===== config.mk =====
export PLATFORM = sky130hd
export DESIGN_NAME = cpu_core_flat
export DESIGN_NICKNAME = d
export VERILOG_FILES = /design/src/rtl/cpu_core_if.sv /design/src/rtl/cpu_core.sv /design/src/flat_wrapper.sv
export SDC_FILE = /design/constraint.sdc
export NUM_CORES = 2
export LEC_CHECK = 0
export BUFFER_PORTS_ARGS = -buffer_cell sky130_fd_sc_hd__buf_2
export CAP_MARGIN = 20
export CORE_ASPECT_RATIO = 0.6
export CORE_MARGIN = 1
export CORE_UTILIZATION = 45
export DETAILED_ROUTE_END_ITERATION = 10
export SYNTH_ARGS = -nofsm -noshare
export SYNTH_HDL_FRONTEND = slang
export SYNTH_MEMORY_MAX_BITS = 65536
export SYNTH_SLANG_ARGS = --single-unit

===== constraint.sdc =====
create_clock -name clk -period 8.7 [get_ports clk]
set_clock_uncertainty 0.2 [all_clocks]
set_input_delay 1.74 -clock clk [delete_from_list [all_inputs] [get_ports clk]]
set_output_delay 1.74 -clock clk [all_outputs]
set_load 0.05 [all_outputs]

===== src/rtl/cpu_core_if.sv =====
// Load/observe bus of cpu_core: instruction-memory write port plus architectural state outputs.
interface cpu_core_if;
    logic        load_en;
    logic [7:0]  load_addr;
    logic [15:0] load_data;
    logic [7:0]  pc;
    logic [15:0] read_data1;
    logic [15:0] read_data2;
    logic        flag_n;
    logic        flag_z;

    modport master (
        output load_en, load_addr, load_data,
        input  pc, read_data1, read_data2, flag_n, flag_z
    );

    modport slave (
        input  load_en, load_addr, load_data,
        output pc, read_data1, read_data2, flag_n, flag_z
    );
endinterface


===== src/rtl/cpu_core.sv =====
// Single-cycle 16-bit CPU: 256x16 instruction memory, 16x16 register file, N/Z flags.
// Optional macro COND_BRANCH_EN adds JZ (op 1000) and JN (op 1001).
module cpu_core (
    input  logic     clk,
    input  logic     reset,
    cpu_core_if.slave bus
);
    typedef enum logic [3:0] {
        OP_LOAD = 4'h0,
        OP_ADD  = 4'h1,
        OP_SUB  = 4'h2,
        OP_AND  = 4'h3,
        OP_OR   = 4'h4,
        OP_XOR  = 4'h5,
        OP_CMP  = 4'h6,
        OP_JMP  = 4'h7,
        OP_JZ   = 4'h8,
        OP_JN   = 4'h9
    } op_e;

    logic [15:0] imem [256];
    logic [15:0] regs [16];
    logic [7:0]  pc_q;
    logic        n_q;
    logic        z_q;

    logic [15:0] instr;
    logic [3:0]  rd;
    logic [3:0]  rs;
    logic [7:0]  imm;
    logic [15:0] a;
    logic [15:0] b;
    logic [15:0] alu_res;
    logic [15:0] reg_wdata;
    logic [7:0]  pc_next;
    logic        reg_we;
    logic        flag_we;

    assign instr = imem[pc_q];
    assign rd    = instr[11:8];
    assign rs    = instr[7:4];
    assign imm   = instr[7:0];
    assign a     = regs[rd];
    assign b     = regs[rs];

    always_comb begin
        pc_next   = pc_q + 8'd1;
        alu_res   = '0;
        reg_wdata = '0;
        reg_we    = 1'b0;
        flag_we   = 1'b0;
        case (instr[15:12])
            OP_LOAD: begin
                reg_we    = 1'b1;
                reg_wdata = {8'h00, imm};
            end
            OP_ADD: begin
                alu_res   = a + b;
                reg_wdata = alu_res;
                reg_we    = 1'b1;
                flag_we   = 1'b1;
            end
            OP_SUB: begin
                alu_res   = a - b;
                reg_wdata = alu_res;
                reg_we    = 1'b1;
                flag_we   = 1'b1;
            end
            OP_AND: begin
                alu_res   = a & b;
                reg_wdata = alu_res;
                reg_we    = 1'b1;
                flag_we   = 1'b1;
            end
            OP_OR: begin
                alu_res   = a | b;
                reg_wdata = alu_res;
                reg_we    = 1'b1;
                flag_we   = 1'b1;
            end
            OP_XOR: begin
                alu_res   = a ^ b;
                reg_wdata = alu_res;
                reg_we    = 1'b1;
                flag_we   = 1'b1;
            end
            OP_CMP: begin
                alu_res = a - b;
                flag_we = 1'b1;
            end
            OP_JMP: pc_next = imm;
`ifdef COND_BRANCH_EN
            OP_JZ: if (z_q) pc_next = imm;
            OP_JN: if (n_q) pc_next = imm;
`endif
            default: ;
        endcase
    end

    // Memory writes ignore reset so programs can be loaded while the core is held.
    always_ff @(posedge clk) begin
        if (bus.load_en) imem[bus.load_addr] <= bus.load_data;
    end

    always_ff @(posedge clk) begin
        if (!reset) begin
            pc_q <= '0;
            n_q  <= 1'b0;
            z_q  <= 1'b0;
            for (int unsigned i = 0; i < 16; i++) regs[4'(i)] <= '0;
        end else begin
            pc_q <= pc_next;
            if (reg_we) regs[rd] <= reg_wdata;
            if (flag_we) begin
                n_q <= alu_res[15];
                z_q <= (alu_res == '0);
            end
        end
    end

    assign bus.pc         = pc_q;
    assign bus.read_data1 = a;
    assign bus.read_data2 = b;
    assign bus.flag_n     = n_q;
    assign bus.flag_z     = z_q;
endmodule


===== src/flat_wrapper.sv =====
// flat-port wrapper written by rule: the top's interface ports become plain ports
module cpu_core_flat 
  (clk, reset, bus_load_en, bus_load_addr, bus_load_data, bus_pc, bus_read_data1, bus_read_data2, bus_flag_n, bus_flag_z);
  cpu_core_if bus_i ();
  input  logic clk;
  input  logic reset;
  input wire logic [$bits(bus_i.load_en)-1:0] bus_load_en;
  input wire logic [$bits(bus_i.load_addr)-1:0] bus_load_addr;
  input wire logic [$bits(bus_i.load_data)-1:0] bus_load_data;
  output wire logic [$bits(bus_i.pc)-1:0] bus_pc;
  output wire logic [$bits(bus_i.read_data1)-1:0] bus_read_data1;
  output wire logic [$bits(bus_i.read_data2)-1:0] bus_read_data2;
  output wire logic [$bits(bus_i.flag_n)-1:0] bus_flag_n;
  output wire logic [$bits(bus_i.flag_z)-1:0] bus_flag_z;
  assign bus_i.load_en = bus_load_en;
  assign bus_i.load_addr = bus_load_addr;
  assign bus_i.load_data = bus_load_data;
  assign bus_pc = bus_i.pc;
  assign bus_read_data1 = bus_i.read_data1;
  assign bus_read_data2 = bus_i.read_data2;
  assign bus_flag_n = bus_i.flag_n;
  assign bus_flag_z = bus_i.flag_z;
  cpu_core u_core (.clk(clk), .reset(reset), .bus(bus_i));
endmodule

== Yosys cells after proc, flatten, opt, wreduce, memory -nomap -nowiden ==
Memory sizes are Yosys's and may differ from the RTL's. A register that Yosys moved wholly into a read port is not among the register bits.
Index checks and enable logic that the tools add are counted.
Cells by class
  add/sub/neg operators: 3
  eq/ne operators: 7
  muxes and demuxes: 15
  bitwise operators: 3
  reduce and logical (&&, ||, !) cells: 6
Operators with widths (count)
  one-hot mux 16 bit (6 select lines): 1
  one-hot mux 16 bit (5 select lines): 1
  adder 16 bit: 1
  bitwise AND 16 bit: 1
  == test 4 x 3 -> 1 bit, second input constant: 4
  logical NOT 16 bit: 1
  2-to-1 mux 16 bit: 1
  2-to-1 mux 8 bit: 2
  OR 16 bit: 1
  OR reduction 16 bit: 1
  subtractor 16 bit: 1
  XOR 16 bit: 1
  OR reduction 6 bit: 2
  2-to-1 mux 1 bit: 9
  adder 8 x 1 -> 8 bit, second input constant: 1
  == test 4 x 2 -> 1 bit, second input constant: 2
  == test 4 x 1 -> 1 bit, second input constant: 1
  logical NOT 4 bit: 1
  2-to-1 mux 4 bit: 1
  OR reduction 2 bit: 1
Storage, ports and cells
  flip-flop bits (word level): 10
  bits in writable memories: 4352
  output and inout port bits: 42
  memories: 2
Memories
  u_core.imem: words 256, width 16, rd ports 1, clocked after Yosys merged registers in 1, write ports 1, line cpu_core.sv:21  | logic [15:0] imem [256];
  u_core.regs: words 16, width 16, rd ports 2, clocked after Yosys merged registers in 0, write ports 16, line cpu_core.sv:22  | logic [15:0] regs [16];

== Logic depth before layout (Yosys ltp) ==
  word-level depth: 8
  mapped depth: 34

== Least setup slack after synthesis ==
OpenSTA, ideal clock, no wires.
  kind: register -> register
  start: reg, netlist name u_core.bus.pc[1]
  end: mem u_core.regs[0][15], data pin
  library setup time: 0.265 ns
  arrival: 8.097 ns
  required time: 8.235 ns
  slack: 0.138 ns
  cell stages (with the launch flop): 32
  path buffers: 11
  clock period less this slack: 8.562 ns
  path through: dfxtp_1 -> buf_4 -> buf_4 -> buf_6 -> buf_2 -> buf_2 -> clkbuf_1 -> clkbuf_1 -> mux4_2 -> mux4_2 -> mux4_2 -> a22oi_1 -> nand3_1 -> buf_2 -> buf_2 -> mux2i_1 -> nand2_1 -> a32oi_1 -> nand2_1 -> ha_1 -> clkbuf_1 -> a21oi_1 -> o21ai_0 -> a211o_1 -> a31oi_1 -> a2111oi_0 -> nor3_1 -> nor3b_1 -> nor2b_1 -> nor3_1 -> clkbuf_1 -> nor2_1
RTL lines (line)
  end, declared: cpu_core.sv:22

==> results by stage <==
Status:
- The flow ran to the end, and the final reports show no timing, DRC or antenna violations.

Die:
- During I/O placement, the number of pins put on the boundary was between 60 and 70.
- The floorplan step defined a core boundary enclosing 384000 sq um.
- The floorplan die area is between 300000 and 400000 sq um.
- The horizontal extent of the die is ~800 um.
- The floorplan step set the die height to between 400 and 500 um.
- Row generation in the floorplan step produced 176 rows.
- The starting density of the core is a little under half.

Synthesis:
- Among all flip-flop cells after synthesis, the most frequent one is sky130_fd_sc_hd__edfxtp_1.
- Yosys mapped the design onto 83 distinct sky130hd cell types.
- The async set-or-reset flop fraction in the synthesized netlist is 0%.
- After synthesis the netlist holds a flip-flop and latch count of roughly 4400.
- Counting flops with a built-in enable in the synthesized netlist gives roughly 4400.
- The number of standard cells after synthesis is a little over 8000.
- The count of warnings emitted by yosys is 0.
- After synthesis, the mean cell area works out to ~22 sq um.
- The number of nets in the synthesized netlist is just over 8000.
- The sequential fraction of the synthesis area is about three quarters.
- The top-area cell type share of the netlist area is approximately 75%.
- The post-synth design cell area is 174000 sq um.
- Sorting the synthesized cells by area gives the leading types as sky130_fd_sc_hd__edfxtp_1, sky130_fd_sc_hd__mux4_2, sky130_fd_sc_hd__nor2_1.
- Of all cell types, the one taking the most synthesized area is sky130_fd_sc_hd__edfxtp_1.

Power and ir drop:
- The total power is about 63 mW.
- IR analysis of the VDD net gives a maximum drop of roughly 450 uV.
- The analysis attributes to cell leakage a power of roughly 62 nW.
- In this run the power density over the cells is between 300 and 400 nW/um^2.

Setup path:
- The kind of cell with the highest combined delay along the critical path is multiplexers.
- The launching element type of the critical path is a flop.
- The number of buffers and inverters on the critical path is 9.
- The peak per-stage delay on the critical path is roughly 0.7 ns.
- Tracing the worst setup path back leads to its startpoint at u_core.bus.pc[0]$_SDFF_PN0_.
- Of all nets on the critical path, the largest fanout is 28.
- Data arrives at the worst endpoint at 9.15 ns.
- The startpoint identified for the worst register-to-register timing path is u_core.bus.pc[0]$_SDFF_PN0_.
- The most prevalent standard cell on the critical path is sky130_fd_sc_hd__buf_4.
- The data required time of the critical path is 9.19 ns.
- The critical path's slowest cell is sky130_fd_sc_hd__mux4_2.
- The kind of critical path is flop to flop.
- The reg2reg setup slack is 0.03 ns.
- The worst setup path is captured at a flop.

Global routing:
- The total track usage is between 20% and 30%.
- The via count of the first global-routing pass is approximately 87000.
- Global routing consumed, on the met2 layer, 34.0% of the routing resources.
- The global routing's busiest layer is met1.
- The met1 capacity usage during global routing is a little over two fifths.
- The number of antenna violations at the first check in global routing was 56.
- In the global route stage, met3 resource usage came out at a little under a tenth.
- The first global-routing pass estimated 714000 um of wire.
- Entering global routing, the biggest net connects around 190 pins.
- The total overflow reported by the global router is 0.

Timing:
- The number of pins with negative max-slew slack in the final report came to 0.
- Setup violations remaining at the end of the flow were counted as 0.
- The maximum clock frequency is approximately 0.12 GHz.
- The hold slack is 0.625 ns.
- Across all setup checks in the final design, the least slack found is slightly above 0.03 ns.
- Headroom to the max-slew limit came out at approximately 13%.
- The final total negative setup slack is 0 ns.
- The final period utilization is between 90% and 100%.
- The final hold violation count was 0.
- For the pin with the worst max-slew slack, the measured transition is 1.30 ns.
- Setup repair after global routing could not meet its margin everywhere.
- The clock period minus worst slack is 8.67 ns.

Job:
- Max-cap violations in this run came to 0.

Finish:
- The post-route netlist has roughly 33% of its cells at a drive strength greater than 1.
- The growth of design area from synthesis to finish is 13.9%.
- The count of filler cells inserted in the layout is ~30000.
- In the layout the commonest cells are sky130_fd_sc_hd__edfxtp_1, sky130_fd_sc_hd__mux4_2, sky130_fd_sc_hd__buf_4.
- The most frequent standard cell in the layout excluding fill and tap cells is sky130_fd_sc_hd__edfxtp_1.
- The final layout net count is approximately 8800.

Routing:
- The routed length per placed instance is between 30 and 40 um.
- The vias per cell is approximately 6.4.
- After detailed routing, the number of remaining DRC violations is 0.
- The pre-antenna-repair detailed-routing pass consisted of 5 iterations.
- The violation count after the first detailed-routing iteration is around 15000.
- The number of vias after detailed routing is 90700.
- The count of nets left with antenna violations once routing finished came out at 0.
- The final layout contains routed wiring with a total length of between 500000 and 600000 um.

Hold path:
- In this run the most critical hold path is launched from u_core.bus.flag_n$_SDFFE_PN0P_.
- The path type of the worst min-delay path is flop to flop.

Place:
- Prior to clock tree synthesis, the placed netlist has a worst setup slack of -0.613 ns.
- The placer congestion estimate is slightly above 0.9.
- Detailed placement ended at an HPWL of around 320000 um.
- The count of buffers added on input and output ports is a little under 70.

Clock tree:
- After clock tree synthesis, the clock-pin slew on the worst setup and hold paths is roughly 0.09 ns.
- The H-tree generated during clock tree synthesis spans 5 levels.
- The number of buffers inserted by hold repair at cts is 0.
- The clock passes through at most 4 buffers.
- The number of clock buffers added by TritonCTS is 390.
- Clock latency on the worst-skew pair, taken at its later pin, is 0.98 ns.
- The total number of clock tree sinks is ~4400.
- The tree is rooted in a sky130_fd_sc_hd__clkbuf_16.
- TritonCTS built the clock tree.
## state kept, by name, summed over array words and instances (netlist names)
name / count
u_core.bus.flag_n: 1
u_core.bus.flag_z: 1
u_core.bus.pc: 8
u_core.imem: 4096
u_core.regs: 256
## worst paths after layout
| kind | depth (start not counted) | end |
|---|---|---|
| setup reg to reg | 30 | u_core.regs[6][10]$_SDFFCE_PN0P_ |
| setup / recovery | 30 | u_core.regs[6][10]$_SDFFCE_PN0P_ |
| hold / removal | 3 | u_core.bus.flag_n$_SDFFE_PN0P_ |
| hold reg to reg | 3 | u_core.bus.flag_n$_SDFFE_PN0P_ |
## worst reg2reg max path, delay by kind of cell (launching register included)
kind,cells,cell delay [ns]
multiplexers,5,2.23
buffers and inverters,9,2.08
AO/OA/AOI/OAI,8,1.86
AND/OR/NAND/NOR,6,1.15
flip-flops,1,0.37
adder cells (fa/ha/maj),1,0.31
XOR/XNOR,1,0.19
## cells in the mapped netlist (15+ instances only)
| cell | number |
|---|---|
| sky130_fd_sc_hd__a22oi_1 | 62 |
| sky130_fd_sc_hd__buf_4 | 53 |
| sky130_fd_sc_hd__ha_1 | 49 |
| sky130_fd_sc_hd__mux2i_1 | 194 |
| sky130_fd_sc_hd__mux4_2 | 1260 |
| sky130_fd_sc_hd__buf_2 | 118 |
| sky130_fd_sc_hd__a32oi_1 | 33 |
| sky130_fd_sc_hd__nor3_1 | 28 |
| sky130_fd_sc_hd__nand4_1 | 17 |
| sky130_fd_sc_hd__o21ai_1 | 22 |
| sky130_fd_sc_hd__inv_1 | 52 |
| sky130_fd_sc_hd__edfxtp_1 | 4352 |
| sky130_fd_sc_hd__o211ai_1 | 43 |
| sky130_fd_sc_hd__nand3_1 | 44 |
| sky130_fd_sc_hd__clkbuf_1 | 224 |
| sky130_fd_sc_hd__a31oi_1 | 17 |
| sky130_fd_sc_hd__o21ai_0 | 101 |
| sky130_fd_sc_hd__buf_1 | 35 |
| sky130_fd_sc_hd__buf_6 | 64 |
| sky130_fd_sc_hd__a211oi_1 | 16 |
| sky130_fd_sc_hd__a21oi_1 | 56 |
| sky130_fd_sc_hd__mux2_2 | 117 |
| sky130_fd_sc_hd__nand2_1 | 259 |
| sky130_fd_sc_hd__xnor2_1 | 21 |
| sky130_fd_sc_hd__nor2_1 | 535 |
| sky130_fd_sc_hd__nor2b_1 | 34 |
| sky130_fd_sc_hd__nor2_2 | 27 |
| sky130_fd_sc_hd__nor4_1 | 15 |
## cell families after synthesis
group,share of synthesized area [%]
buf+inv,1.68
compound gates,1.87
fa+ha+maj,0.375
mux,18.2
flops,75.1
simple gates,2.62
xor+xnor,0.141
## cell type report
class | count | area [sq um] | area share [%]
timing repair buffer | 793 | 7140 | 3.60
multi-input combinational | 3164 | 41300 | 20.8
sequential | 4362 | 131000 | 65.9
tap | 5162 | 6460 | 3.25
clock buffer | 464 | 10200 | 5.14
antenna | 14 | 35.0 | 0.0176
clock inverter | 244 | 2340 | 1.18
inverter | 59 | 224 | 0.113
## per-stage QoR
stage	cell area, sq um	util (%)	cells
after floorplan	174000	-	8079
after global placement	185000	48.2	13500
after detailed placement	185000	48.3	13500
after CTS	198000	51.6	14200
after global routing	199000	51.7	14300
final	199000	51.7	14300
## routing by layer
metal,routed length [um],part of all wire [%]
met1,224000,43
met2,208000,40
met3,75600,15
met4,11500,2.2
met5,165,0.032
## timing repair
action	4_1_cts	5_1_grt
setup buffers	8	14
resized for setup	7	30
pin swaps	0	2
setup endpoints to repair	121	118
cloned	0	3
## report_power, final
group | total, mW | internal [mW] | switching, mW
logic | 22.3 | 8.89 | 13.4
registers | 23.6 | 23.4 | 0.178
clock network | 17.4 | 9.57 | 7.86
(Power assumes the default switching activity.)
